==> config.mk <==
export PLATFORM = sky130hd
export DESIGN_NAME = request_dispatcher_flat
export DESIGN_NICKNAME = d
export VERILOG_FILES = /design/src/rtl/request_dispatcher_if.sv /design/src/rtl/request_dispatcher.sv /design/src/flat_wrapper.sv
export SDC_FILE = /design/constraint.sdc
export NUM_CORES = 1
export LEC_CHECK = 0
export CAP_MARGIN = 30
export CORE_MARGIN = 10
export CORE_UTILIZATION = 45
export CTS_BUF_LIST = sky130_fd_sc_hd__clkbuf_2
export DETAILED_ROUTE_END_ITERATION = 12
export GPL_TIMING_DRIVEN = 0
export PLACE_DENSITY = 0.73
export SETUP_SLACK_MARGIN = 0.05
export SLEW_MARGIN = 20
export SYNTH_ARGS = -nofsm -noshare
export SYNTH_HDL_FRONTEND = slang
export SYNTH_SLANG_ARGS = --single-unit
==> constraint.sdc <==
create_clock -name clk -period 8.24 [get_ports clk]
set_clock_uncertainty 0.2 [all_clocks]
set_input_delay 1.648 -clock clk [delete_from_list [all_inputs] [get_ports clk]]
set_output_delay 1.648 -clock clk [all_outputs]
set_load 0.01 [all_outputs]
==> src/rtl/request_dispatcher_if.sv <==
// request_dispatcher_if: request, per-target dispatch, error response, flush and counter signals of request_dispatcher
// Ports: master drives in_*, out_ready, err_ready, flush; slave drives in_ready, out_*, err_*, dispatch_count
interface request_dispatcher_if #(
   parameter int NUM_TARGETS = 2,
   parameter int XLEN = 32,
   parameter int REG_BITS = 5,
   parameter int CNT_BITS = 16
);
   logic in_valid;
   logic in_ready;
   logic [2:0] in_funct3;
   logic [XLEN-1:0] in_rs1;
   logic [XLEN-1:0] in_rs2;
   logic [REG_BITS-1:0] in_rd;
   logic [NUM_TARGETS-1:0] out_valid;
   logic [NUM_TARGETS-1:0] out_ready;
   logic [2:0] out_funct3;
   logic [XLEN-1:0] out_rs1;
   logic [XLEN-1:0] out_rs2;
   logic [REG_BITS-1:0] out_rd;
   logic err_valid;
   logic err_ready;
   logic [REG_BITS-1:0] err_rd;
   logic flush;
   logic [NUM_TARGETS*CNT_BITS-1:0] dispatch_count;
   modport master (
      output in_valid, in_funct3, in_rs1, in_rs2, in_rd, out_ready, err_ready, flush,
      input in_ready, out_valid, out_funct3, out_rs1, out_rs2, out_rd, err_valid, err_rd, dispatch_count
   );
   modport slave (
      input in_valid, in_funct3, in_rs1, in_rs2, in_rd, out_ready, err_ready, flush,
      output in_ready, out_valid, out_funct3, out_rs1, out_rs2, out_rd, err_valid, err_rd, dispatch_count
   );
endinterface

==> src/rtl/request_dispatcher.sv <==
// request_dispatcher: 2-entry in-order request FIFO routing each head request by funct3 to one target or to the error port
// Ports: clk; rst (async, active-high); bus (slave) carrying in_* request, out_* one-hot dispatch, err_* illegal response, flush, dispatch_count
module request_dispatcher #(
   parameter int NUM_TARGETS = 2,
   parameter int XLEN = 32,
   parameter int REG_BITS = 5,
   parameter logic [31:0] ROUTE_MAP = 32'hFFFF_F110,
   parameter int CNT_BITS = 16
) (
   input logic clk,
   input logic rst,
   request_dispatcher_if.slave bus
);
   logic [2:0] f_q [2];
   logic [XLEN-1:0] rs1_q [2];
   logic [XLEN-1:0] rs2_q [2];
   logic [REG_BITS-1:0] rd_q [2];
   logic head, tail;
   logic [1:0] cnt;
   logic [3:0] route;
   logic legal, busy, push, pop;
   logic [NUM_TARGETS-1:0] fire;
   logic [NUM_TARGETS-1:0][CNT_BITS-1:0] cnt_q;

   // busy: a head entry exists and may be offered downstream this cycle
   assign busy = cnt != 2'd0 && !bus.flush;
   assign route = ROUTE_MAP[{f_q[head], 2'b00} +: 4];
   assign legal = route < 4'(NUM_TARGETS);
   // in_ready depends only on occupancy plus the reset/flush inhibits, never on downstream ready
   assign bus.in_ready = !rst && !bus.flush && cnt != 2'd2;
   assign bus.out_valid = busy && legal ? NUM_TARGETS'(1) << route : '0;
   assign bus.err_valid = busy && !legal;
   assign bus.out_funct3 = f_q[head];
   assign bus.out_rs1 = rs1_q[head];
   assign bus.out_rs2 = rs2_q[head];
   assign bus.out_rd = rd_q[head];
   assign bus.err_rd = rd_q[head];
   assign bus.dispatch_count = cnt_q;
   assign fire = bus.out_valid & bus.out_ready;
   assign push = bus.in_valid && bus.in_ready;
   assign pop = |fire || (bus.err_valid && bus.err_ready);

   always_ff @(posedge clk or posedge rst) begin
      if (rst) begin
         head <= 1'b0;
         tail <= 1'b0;
         cnt <= 2'd0;
      end else if (bus.flush) begin
         head <= 1'b0;
         tail <= 1'b0;
         cnt <= 2'd0;
      end else begin
         if (push) tail <= ~tail;
         if (pop) head <= ~head;
         cnt <= cnt + 2'(push) - 2'(pop);
      end
   end

   always_ff @(posedge clk) begin
      if (push) begin
         f_q[tail] <= bus.in_funct3;
         rs1_q[tail] <= bus.in_rs1;
         rs2_q[tail] <= bus.in_rs2;
         rd_q[tail] <= bus.in_rd;
      end
   end

   // counters saturate at all-ones instead of wrapping
   always_ff @(posedge clk or posedge rst) begin
      if (rst) cnt_q <= '0;
      else
         for (int t = 0; t < NUM_TARGETS; t++)
            if (fire[t] && cnt_q[t] != '1) cnt_q[t] <= cnt_q[t] + CNT_BITS'(1);
   end
endmodule
==> src/flat_wrapper.sv <==
// flat-port wrapper written by rule: the top's interface ports become plain ports
module request_dispatcher_flat 
#(
   parameter int NUM_TARGETS = 2,
   parameter int XLEN = 32,
   parameter int REG_BITS = 5,
   parameter logic [31:0] ROUTE_MAP = 32'hFFFF_F110,
   parameter int CNT_BITS = 16
)
  (clk, rst, bus_in_valid, bus_in_funct3, bus_in_rs1, bus_in_rs2, bus_in_rd, bus_out_ready, bus_err_ready, bus_flush, bus_in_ready, bus_out_valid, bus_out_funct3, bus_out_rs1, bus_out_rs2, bus_out_rd, bus_err_valid, bus_err_rd, bus_dispatch_count);
  request_dispatcher_if #(.NUM_TARGETS(NUM_TARGETS), .XLEN(XLEN), .REG_BITS(REG_BITS), .CNT_BITS(CNT_BITS)) bus_i ();
  input logic clk;
  input logic rst;
  input wire logic [$bits(bus_i.in_valid)-1:0] bus_in_valid;
  input wire logic [$bits(bus_i.in_funct3)-1:0] bus_in_funct3;
  input wire logic [$bits(bus_i.in_rs1)-1:0] bus_in_rs1;
  input wire logic [$bits(bus_i.in_rs2)-1:0] bus_in_rs2;
  input wire logic [$bits(bus_i.in_rd)-1:0] bus_in_rd;
  input wire logic [$bits(bus_i.out_ready)-1:0] bus_out_ready;
  input wire logic [$bits(bus_i.err_ready)-1:0] bus_err_ready;
  input wire logic [$bits(bus_i.flush)-1:0] bus_flush;
  output wire logic [$bits(bus_i.in_ready)-1:0] bus_in_ready;
  output wire logic [$bits(bus_i.out_valid)-1:0] bus_out_valid;
  output wire logic [$bits(bus_i.out_funct3)-1:0] bus_out_funct3;
  output wire logic [$bits(bus_i.out_rs1)-1:0] bus_out_rs1;
  output wire logic [$bits(bus_i.out_rs2)-1:0] bus_out_rs2;
  output wire logic [$bits(bus_i.out_rd)-1:0] bus_out_rd;
  output wire logic [$bits(bus_i.err_valid)-1:0] bus_err_valid;
  output wire logic [$bits(bus_i.err_rd)-1:0] bus_err_rd;
  output wire logic [$bits(bus_i.dispatch_count)-1:0] bus_dispatch_count;
  assign bus_i.in_valid = bus_in_valid;
  assign bus_i.in_funct3 = bus_in_funct3;
  assign bus_i.in_rs1 = bus_in_rs1;
  assign bus_i.in_rs2 = bus_in_rs2;
  assign bus_i.in_rd = bus_in_rd;
  assign bus_i.out_ready = bus_out_ready;
  assign bus_i.err_ready = bus_err_ready;
  assign bus_i.flush = bus_flush;
  assign bus_in_ready = bus_i.in_ready;
  assign bus_out_valid = bus_i.out_valid;
  assign bus_out_funct3 = bus_i.out_funct3;
  assign bus_out_rs1 = bus_i.out_rs1;
  assign bus_out_rs2 = bus_i.out_rs2;
  assign bus_out_rd = bus_i.out_rd;
  assign bus_err_valid = bus_i.err_valid;
  assign bus_err_rd = bus_i.err_rd;
  assign bus_dispatch_count = bus_i.dispatch_count;
  request_dispatcher #(.NUM_TARGETS(NUM_TARGETS), .XLEN(XLEN), .REG_BITS(REG_BITS), .ROUTE_MAP(ROUTE_MAP), .CNT_BITS(CNT_BITS)) u_core (.clk(clk), .rst(rst), .bus(bus_i));
endmodule
Yosys cells after proc, flatten, opt, wreduce, memory -nomap -nowiden
Memories as Yosys holds them, arrays and structs flattened.
Cells that the tools add are included.

storage, ports and cells
  bits in writable memories = 144
  flip-flop bits (word level) = 36
  logic and storage cells = 47
  input port bits = 79
  memories kept = 4

memory list
  name          depth  width  read ports  clocked after Yosys merged registers in  write ports  line                      RTL
  u_core.rs1_q  2      32     1           0                                        1            request_dispatcher.sv:15  logic [XLEN-1:0] rs1_q [2];
  u_core.rs2_q  2      32     1           0                                        1            request_dispatcher.sv:16  logic [XLEN-1:0] rs2_q [2];
  u_core.rd_q   2      5      1           0                                        1            request_dispatcher.sv:17  logic [REG_BITS-1:0] rd_q [2];
  u_core.f_q    2      3      1           0                                        1            request_dispatcher.sv:14  logic [2:0] f_q [2];

cells by class
  multiplexer cells = 8
  bitwise gates (word level) = 3
  order comparisons = 1
  eq/ne operators = 3
  add/subtract/negate cells = 4
  reduce and logical (&&, ||, !) cells = 17
  shifts and indexed selects = 2

operators by type and width
  cell                                                         count
  adder 16 x 1 -> 16 bit (second input constant)               2
  inequality test 16 bit (second input constant)               2
  variable part select 32 x 6 -> 4 bit (first input constant)  1
  logical AND 1 bit                                            9
  2-to-1 mux 1 bit                                             6
  nonzero test 2 bit                                           3
  < comparator 4 x 2 -> 1 bit (second input constant)          1
  2-to-1 mux 2 bit                                             2
  left shift 1 x 4 -> 2 bit (first input constant)             1
  logical NOT 1 bit                                            3
  adder 2 x 1 -> 2 bit                                         1
  bitwise AND 2 bit                                            1
  inequality test 2 bit (second input constant)                1
  inverter 1 bit                                               2
  OR reduction 2 bit                                           1
  subtractor 2 x 1 -> 2 bit                                    1
  logical OR 1 bit                                             1

Logic depth before layout (Yosys ltp)
An unclocked memory read counts as a cell.

  depth after elaboration = 10
  depth in mapped cells = 11
  depth with buffers taken out = 11

Least setup slack after synthesis
Ideal clock, no wire load.

  path type = input -> register
  from = input port bus_flush
  to = memory u_core.f_q[0][0] (enable)
  stages = 3
  data arrival time = 5.532 ns
  setup time = 0.511 ns
  slack = 1.997 ns
  path through = a211oi_1 -> and2_1 -> nor2b_1

between the ends
  word-level cells in the longest chain between the ends = 6

ends and longest elaborated chain
  element                                 line                      RTL
  from (decl)                             flat_wrapper.sv:21        input wire logic [$bits(bus_i.flush)-1:0] bus_flush;
  logical NOT 1 bit                       request_dispatcher.sv:30  assign bus.in_ready = !rst && !bus.flush && cnt != 2'd2;
  logical AND 1 bit (2 in a row)          request_dispatcher.sv:30
  logical AND 1 bit                       request_dispatcher.sv:40  assign push = bus.in_valid && bus.in_ready;
  2-to-1 mux 1 bit                        request_dispatcher.sv:60  if (push) begin
  2-to-1 mux 1 bit (not written as such)  request_dispatcher.sv:61  f_q[tail] <= bus.in_funct3;
  to (decl)                               request_dispatcher.sv:14

No other way between the ends.

Worst setup path in the final report
  from = input port bus_flush
  to = output port bus_out_valid[1]

between the ends
  word-level cells in the longest chain between the ends = 4

ends and longest elaborated chain
  element            line                      RTL
  logical NOT 1 bit  request_dispatcher.sv:26  assign busy = cnt != 2'd0 && !bus.flush;
  logical AND 1 bit  request_dispatcher.sv:26
  logical AND 1 bit  request_dispatcher.sv:31  assign bus.out_valid = busy && legal ? NUM_TARGETS'(1) << route : '0;
  2-to-1 mux 2 bit   request_dispatcher.sv:31
  to (decl)          flat_wrapper.sv:23        output wire logic [$bits(bus_i.out_valid)-1:0] bus_out_valid;

No other way between the ends.

==> flow_metrics.tcl <==
set metrics [dict create \
    vdd_drop_max_v 0.000116 \
    synth_top_area_frac 0.612 \
    postSynthCellCount 389 \
    grt_overflow 0 \
    switchingPower_uw 442 \
    cp-end-kind "output port" \
    cts_resized 0 \
    cp_max_fo 6 \
    core-area_um2 15300 \
    final.setup.worst_slack_ns 3.03 \
    startpoint_type "input port" \
    critPathKind "in -> out" \
    worstMarginPinSlew_ns 0.753 \
    synthSimpleGateAreaFrac 0.0583 \
    drt_iter0_drc 156 \
    grt_pass1_vias 4412 \
    insertion_delay_ns 0.70 \
    synth_adder_area_share 0.00709 \
    finalCritPeriodShare 0.632 \
    clockBufferDepth 2 \
    seqPwrFrac 0.590 \
    postCtsHoldBufs 0 \
    final_cells 827 \
    p_int_uw 1300 \
    start_util 0.461 \
    io_pins 192 \
    yosysMostFrequentCell "edfxtp_1" \
    arrival_ns 3.36 \
    cts_max_level 4 \
    antenna_found_initial 0 \
    yosys-top-cells-area "edfxtp_1, dfrtp_1, mux2_2" \
    antenna_cells 0 \
    row_count 45 \
    grt_pass1_wl_mm 24.1 \
    synth_top_family_by_area "multiplexers" \
    synth_flop_cell "edfxtp_1" \
    synth_compound_area_frac 0.0159 \
    power_density_nw_per_um2 183 \
    power_frac_clock 0.232 \
    postRouteAntennaNets 0 \
    slew_viol_final 0 \
    yosysUniqueCellTypes 37 \
    setup_viol 0 \
    power.leakage_uw 0.00334 \
    cts.sinks 180 \
    synth.cell_area_um2 7060 \
    fmax_ghz 0.192 \
    postCtsSetupBuffers 0 \
    synth-seq-cells 180 \
    place_ws_ns 3.04 \
    hp-class "reg -> reg" \
    syn_avg_cell_area_um2 18.2 \
    maxSlewHeadroom 0.497 \
    wl_mm 15.2 \
    root_buffer "clkbuf_2" \
    status "finished clean" \
    yosysWarningCount 0 \
    wl_per_cell_um 18.3 \
    die-area_um2 21100 \
    die_x_um 145 \
    grt_start_max_net_pins 40 \
    combPwrFrac 0.178 \
    port-buffer-count 191 \
    firstDrtPassIters 7 \
    worst_ep_required_time_ns 6.39 \
    synth_common_cells "edfxtp_1, mux2_2, dfrtp_1" \
    yosys.area_share.xor_xnor 0.0434 \
    synth_area_leader_cell "edfxtp_1" \
    muxShareOfSynthArea 0.121 \
    grt.total_usage 0.144 \
    rsz0062_at_grt "false" \
    area_growth_pct 35.3 \
    finalCriticalPeriod_ns 5.21 \
    dp_cells 795 \
    cts_tree "yes" \
    drv_cap 0 \
    seq_area_frac_synth 0.740 \
    power_switching_share 0.253 \
    cts_buffers 17 \
    fin_nets 686 \
    syn_nets 472 \
    die_h_um 145 \
    drc_errors 0 \
    finalHoldViolCount 0 \
    layout-drive-gt1-share 0.208 \
    synth_edf_count 144 \
    via_count 4052 \
    synthArstFlopShare 0.200 \
    cts.reportedPaths.clkPinSlew_ns 0.23 \
    viasPerCell 4.90 \
    gp_congestion 0.750 \
    dpl.hpwl_mm 11.3 \
]
## layer usage
metal	GRT usage	vias up	wire [µm]
li1	-	1916	-
met1	0.168	1979	6270
met2	0.228	148	7240
met3	0.0705	9	1520
met4	0.0501	0	145
met5	0	-	0
## logic make-up after synthesis
logic type	Yosys count
AOI/OAI and AO/OA	9
DFF	180
and+or+nand+nor	67
xor gates and xnor gates	35
adders and majority gates	4
muxes	76
buffers and inverters	18
## stage by stage
stage | power [µW] | setup TNS [ns] | hold slack (ns) | cell area (µm²) | util
floorplan | 1190 | 0 | 0.315 | 7060 | -
global placement | 1360 | -20.09 | 0.277 | 9240 | 0.603
detailed placement | 1370 | 0 | 0.287 | 9340 | 0.610
CTS | 1770 | 0 | 0.313 | 9560 | 0.624
global route | 1830 | 0 | 0.337 | 9560 | 0.624
finish | 1750 | 0 | 0.310 | 9560 | 0.624
## power by group through the flow
stage	combinational (µW)	clock [µW]	sequential [µW]
floorplan	136	0	1050
global placement	307	0	1050
detailed placement	316	0	1050
CTS	319	424	1030
global route	335	463	1030
finish	311	405	1030
## cell usage in the layout, fill, tap and decap left out, types with 2 or more instances in the layout
cell             Yosys  final
inv_1                4      3
nor2_1               6      6
clkbuf_2             0     17
nand3_1              7      7
edfxtp_1           144    144
xnor2_1             26     26
and3_1               9      8
and2_1               2      2
nor2_2               2      2
nand2_1             13     13
and4_1               5      5
clkdlybuf4s50_1      0    191
ha_1                 4      4
clkinv_4             0      4
clkinv_1             0      3
nor2b_1              3      2
mux2_2              73     73
clkinvlp_4           0      4
clkbuf_1             7      7
inv_6                0      3
buf_4                5      5
xor2_1               9      9
buf_6                2      2
mux2i_1              2      2
buf_12               0      3
dfrtp_1             36     36
nand4_1             13     13
## state kept, by name, summed over array words and instances, names as in the netlist
register,flops
u_core.rs2_q,64
u_core.rs1_q,64
u_core.rd_q,10
u_core.bus.dispatch_count,32
u_core.cnt,2
u_core.head,1
u_core.f_q,6
u_core.tail,1
## critical path, cell delays in order
cell and delay [ns]:
clkdlybuf4s50_1 0.53, o21ba_2 0.36, nand2_1 0.08, nor2_1 0.17, clkdlybuf4s50_1 0.57
## area by class of cell
class                   instances  area (µm²)
multi-input cells             191        1750
repair buffers                195        2000
plain buffers                  14        86.3
fillers                      1157        5760
clock buffers                  17        85.1
inverters                       4        15.0
clock inverters                15         133
well taps                     211         264
flip-flops and latches        180        5230
## worst paths after layout
check / start / to / slack (ns) / cells past startpoint
min in group asynchronous: rst / u_core.bus.dispatch_count[5] / 1.21 / 2
setup reg to reg: u_core.head / u_core.cnt[1] / 5.60 / 10
max in group asynchronous: rst / u_core.head / 6.15 / 2
hold / removal: u_core.bus.dispatch_count[15] / u_core.bus.dispatch_count[15] / 0.31 / 1
setup / recovery: bus_flush / bus_out_valid[1] / 3.03 / 5
hold reg to reg: u_core.bus.dispatch_count[15] / u_core.bus.dispatch_count[15] / 0.31 / 1
Note: power is estimated with default switching activity, not from simulation.
==> edit, RTL diff (same flow settings) <==
`NUM_TARGETS` is set to 2 in 3 places; all go to 4.
--- a/src/rtl/request_dispatcher_if.sv
+++ b/src/rtl/request_dispatcher_if.sv
@@ -1,7 +1,7 @@
 // request_dispatcher_if: request, per-target dispatch, error response, flush and counter signals of request_dispatcher
 // Ports: master drives in_*, out_ready, err_ready, flush; slave drives in_ready, out_*, err_*, dispatch_count
 interface request_dispatcher_if #(
-   parameter int NUM_TARGETS = 2,
+   parameter int NUM_TARGETS = 4,
    parameter int XLEN = 32,
    parameter int REG_BITS = 5,
    parameter int CNT_BITS = 16
--- a/src/rtl/request_dispatcher.sv
+++ b/src/rtl/request_dispatcher.sv
@@ -1,7 +1,7 @@
 // request_dispatcher: 2-entry in-order request FIFO routing each head request by funct3 to one target or to the error port
 // Ports: clk; rst (async, active-high); bus (slave) carrying in_* request, out_* one-hot dispatch, err_* illegal response, flush, dispatch_count
 module request_dispatcher #(
-   parameter int NUM_TARGETS = 2,
+   parameter int NUM_TARGETS = 4,
    parameter int XLEN = 32,
    parameter int REG_BITS = 5,
    parameter logic [31:0] ROUTE_MAP = 32'hFFFF_F110,
--- a/src/flat_wrapper.sv
+++ b/src/flat_wrapper.sv
@@ -1,7 +1,7 @@
 // flat-port wrapper written by rule: the top's interface ports become plain ports
 module request_dispatcher_flat 
 #(
-   parameter int NUM_TARGETS = 2,
+   parameter int NUM_TARGETS = 4,
    parameter int XLEN = 32,
    parameter int REG_BITS = 5,
    parameter logic [31:0] ROUTE_MAP = 32'hFFFF_F110,
Ports: changed (resized bus_dispatch_count, bus_out_ready and bus_out_valid); port bits go from 192 to 228. The function was not compared with the original's and may differ.
==> edit against the unedited design <==
  * Routed wire length increased by 25%
  * Critical endpoint is now bus_out_valid[0]
  * Die area rose by 13%
  * Utilization grew 2.0 points
  * Synthesized area is 15% higher
  * Critical path depth did not move
  * Total power up 27%
  * Count of clock-buffer cells in the layout grew 58
  * Cell area rose by 18%
  * Sequential cell count grew 32
  * Critical path type unchanged
  * Worst setup slack better by 0.058 ns
  * First-iteration DRC count rose by 18%
==> edit: results (changes against the unedited design) <==
<table>
<tr><th>Metric</th><th>Value</th></tr>
<tr><th colspan="2">Outcome</th></tr>
<tr><td>Outcome</td><td>complete, no violations</td></tr>
<tr><th colspan="2">Synth</th></tr>
<tr><td>Synth top area cells</td><td>edfxtp_1 (53%), dfrtp_1 (21%), mux2_2 (10%)</td></tr>
<tr><td>Mux share of post-synthesis cell area</td><td>0.1086 (-0.01253)</td></tr>
<tr><td>Adder and majority gate portion of the synthesized area</td><td>0.006181 (-0.0009045)</td></tr>
<tr><td>Yosys cell types</td><td>40 (+8.1%)</td></tr>
<tr><td>Sequential area share after synthesis</td><td>0.7442 (+0.004474)</td></tr>
<tr><td>Share of synthesized flip-flops with an asynchronous set or reset</td><td>0.3208 (+0.1208)</td></tr>
<tr><th colspan="2">Routing</th></tr>
<tr><td>Pre-antenna DRT Iters</td><td>4 (-3)</td></tr>
<tr><td>Vias after detailed routing</td><td>4932 (+22%)</td></tr>
<tr><td>Met2 wire len</td><td>9480 um (+31%)</td></tr>
<tr><td>Highest Signal Layer</td><td>met5</td></tr>
<tr><td>Detail Route met3 WL</td><td>2472 um (+63%)</td></tr>
<tr><th colspan="2">Placed design</th></tr>
<tr><td>Routability-driven placement congestion ratio</td><td>0.8028 (+7.1%)</td></tr>
<tr><td>PortBufs</td><td>223 (+17%)</td></tr>
<tr><td>Pre-CTS worst setup slack</td><td>3.081 ns (+0.04430 ns)</td></tr>
<tr><th colspan="2">Worst setup path</th></tr>
<tr><td>Arrival time at the worst endpoint</td><td>3.30 ns (-0.06 ns)</td></tr>
<tr><td>Worst reg-to-reg path cell count</td><td>11 (+1)</td></tr>
<tr><td>Worst reg-to-reg setup slack</td><td>5.57 ns (-0.03 ns)</td></tr>
<tr><th colspan="2">GRT</th></tr>
<tr><td>Met2 Resource Use GR</td><td>0.2624 (+0.03460)</td></tr>
<tr><td>Number of global-route vias before repair</td><td>5521 (+25%)</td></tr>
<tr><td>Largest net degree at the start of global routing</td><td>51 (+28%)</td></tr>
<tr><td>Global-route wire length before repair</td><td>29410 um (+22%)</td></tr>
<tr><td>Global routing usage on met1</td><td>0.1542 (-0.01346)</td></tr>
<tr><td>Combined global-route utilization of all metal layers</td><td>0.1552 (+0.01099)</td></tr>
<tr><th colspan="2">Clocking</th></tr>
<tr><td>Number of levels in the clock H-tree</td><td>2 (-2)</td></tr>
<tr><td>Number of buffers on the longest clock path</td><td>3 (+1)</td></tr>
<tr><th colspan="2">Finish</th></tr>
<tr><td>Share of layout cells above drive strength 1</td><td>0.2367 (+0.02892)</td></tr>
</table>
[edit: how the worst max path moves through the flow]
stage / from / end / slack, ns / depth (start not counted)
global placement: bus_flush / u_core.rs1_q[0][10]$_DFFE_PP_ / -0.26 / 4
global route: bus_flush / bus_out_valid[0] / 2.99 / 5
CTS: bus_flush / bus_out_valid[0] / 3.07 / 5
floorplan: bus_flush / u_core.f_q[0][0]$_DFFE_PP_ / 2.00 / 3
detailed placement: bus_flush / bus_out_valid[0] / 3.08 / 5
finish: bus_flush / bus_out_valid[0] / 3.09 / 5
[edit: per-stage QoR]
stage | hold slack [ns] | cells | utilization
global placement | 0.2406 | 916 | 0.6073
global route | 0.2803 | 1015 | 0.6443
floorplan | 0.2945 | 468 | -
detailed placement | 0.2463 | 921 | 0.6156
CTS | 0.2660 | 1015 | 0.6443
finish | 0.2631 | 1015 | 0.6443
[edit: cell families after synthesis]
logic type      count (synthesis)
simple gates                   78
other cells                     1
flops                         212
compound gates                  7
xor+xnor                       34
mux                            77
buf+inv                        54
fa+ha+maj                       4
[edit: area by class of cell]
cell class                      instances  area, um2  area share
Multi-Input combinational cell        202       1832      0.1627
Sequential cell                       212       6026      0.5352
Timing Repair Buffer                  228       2362      0.2098
Inverter                                4      17.52    0.001556
Tap cell                              225      281.5     0.02500
Buffer                                 50      240.2     0.02134
Clock buffer                           75      375.4     0.03334
Clock inverter                         19      125.1     0.01111
[edit: worst reg2reg max path, delay by kind of cell (launching register included)]
kind	cells	cell delay (ns)
compound gates	2	0.57
xor+xnor	2	0.30
fa+ha+maj	2	0.48
buf+inv	2	0.17
flops	1	0.35
mux	1	0.37
simple gates	2	0.13
[edit: power by group]
group | switching, W | internal (W)
Clock | 0.000398 | 0.000307
Combinational | 0.000136 | 0.000189
Sequential | 0.0000145 | 0.00117
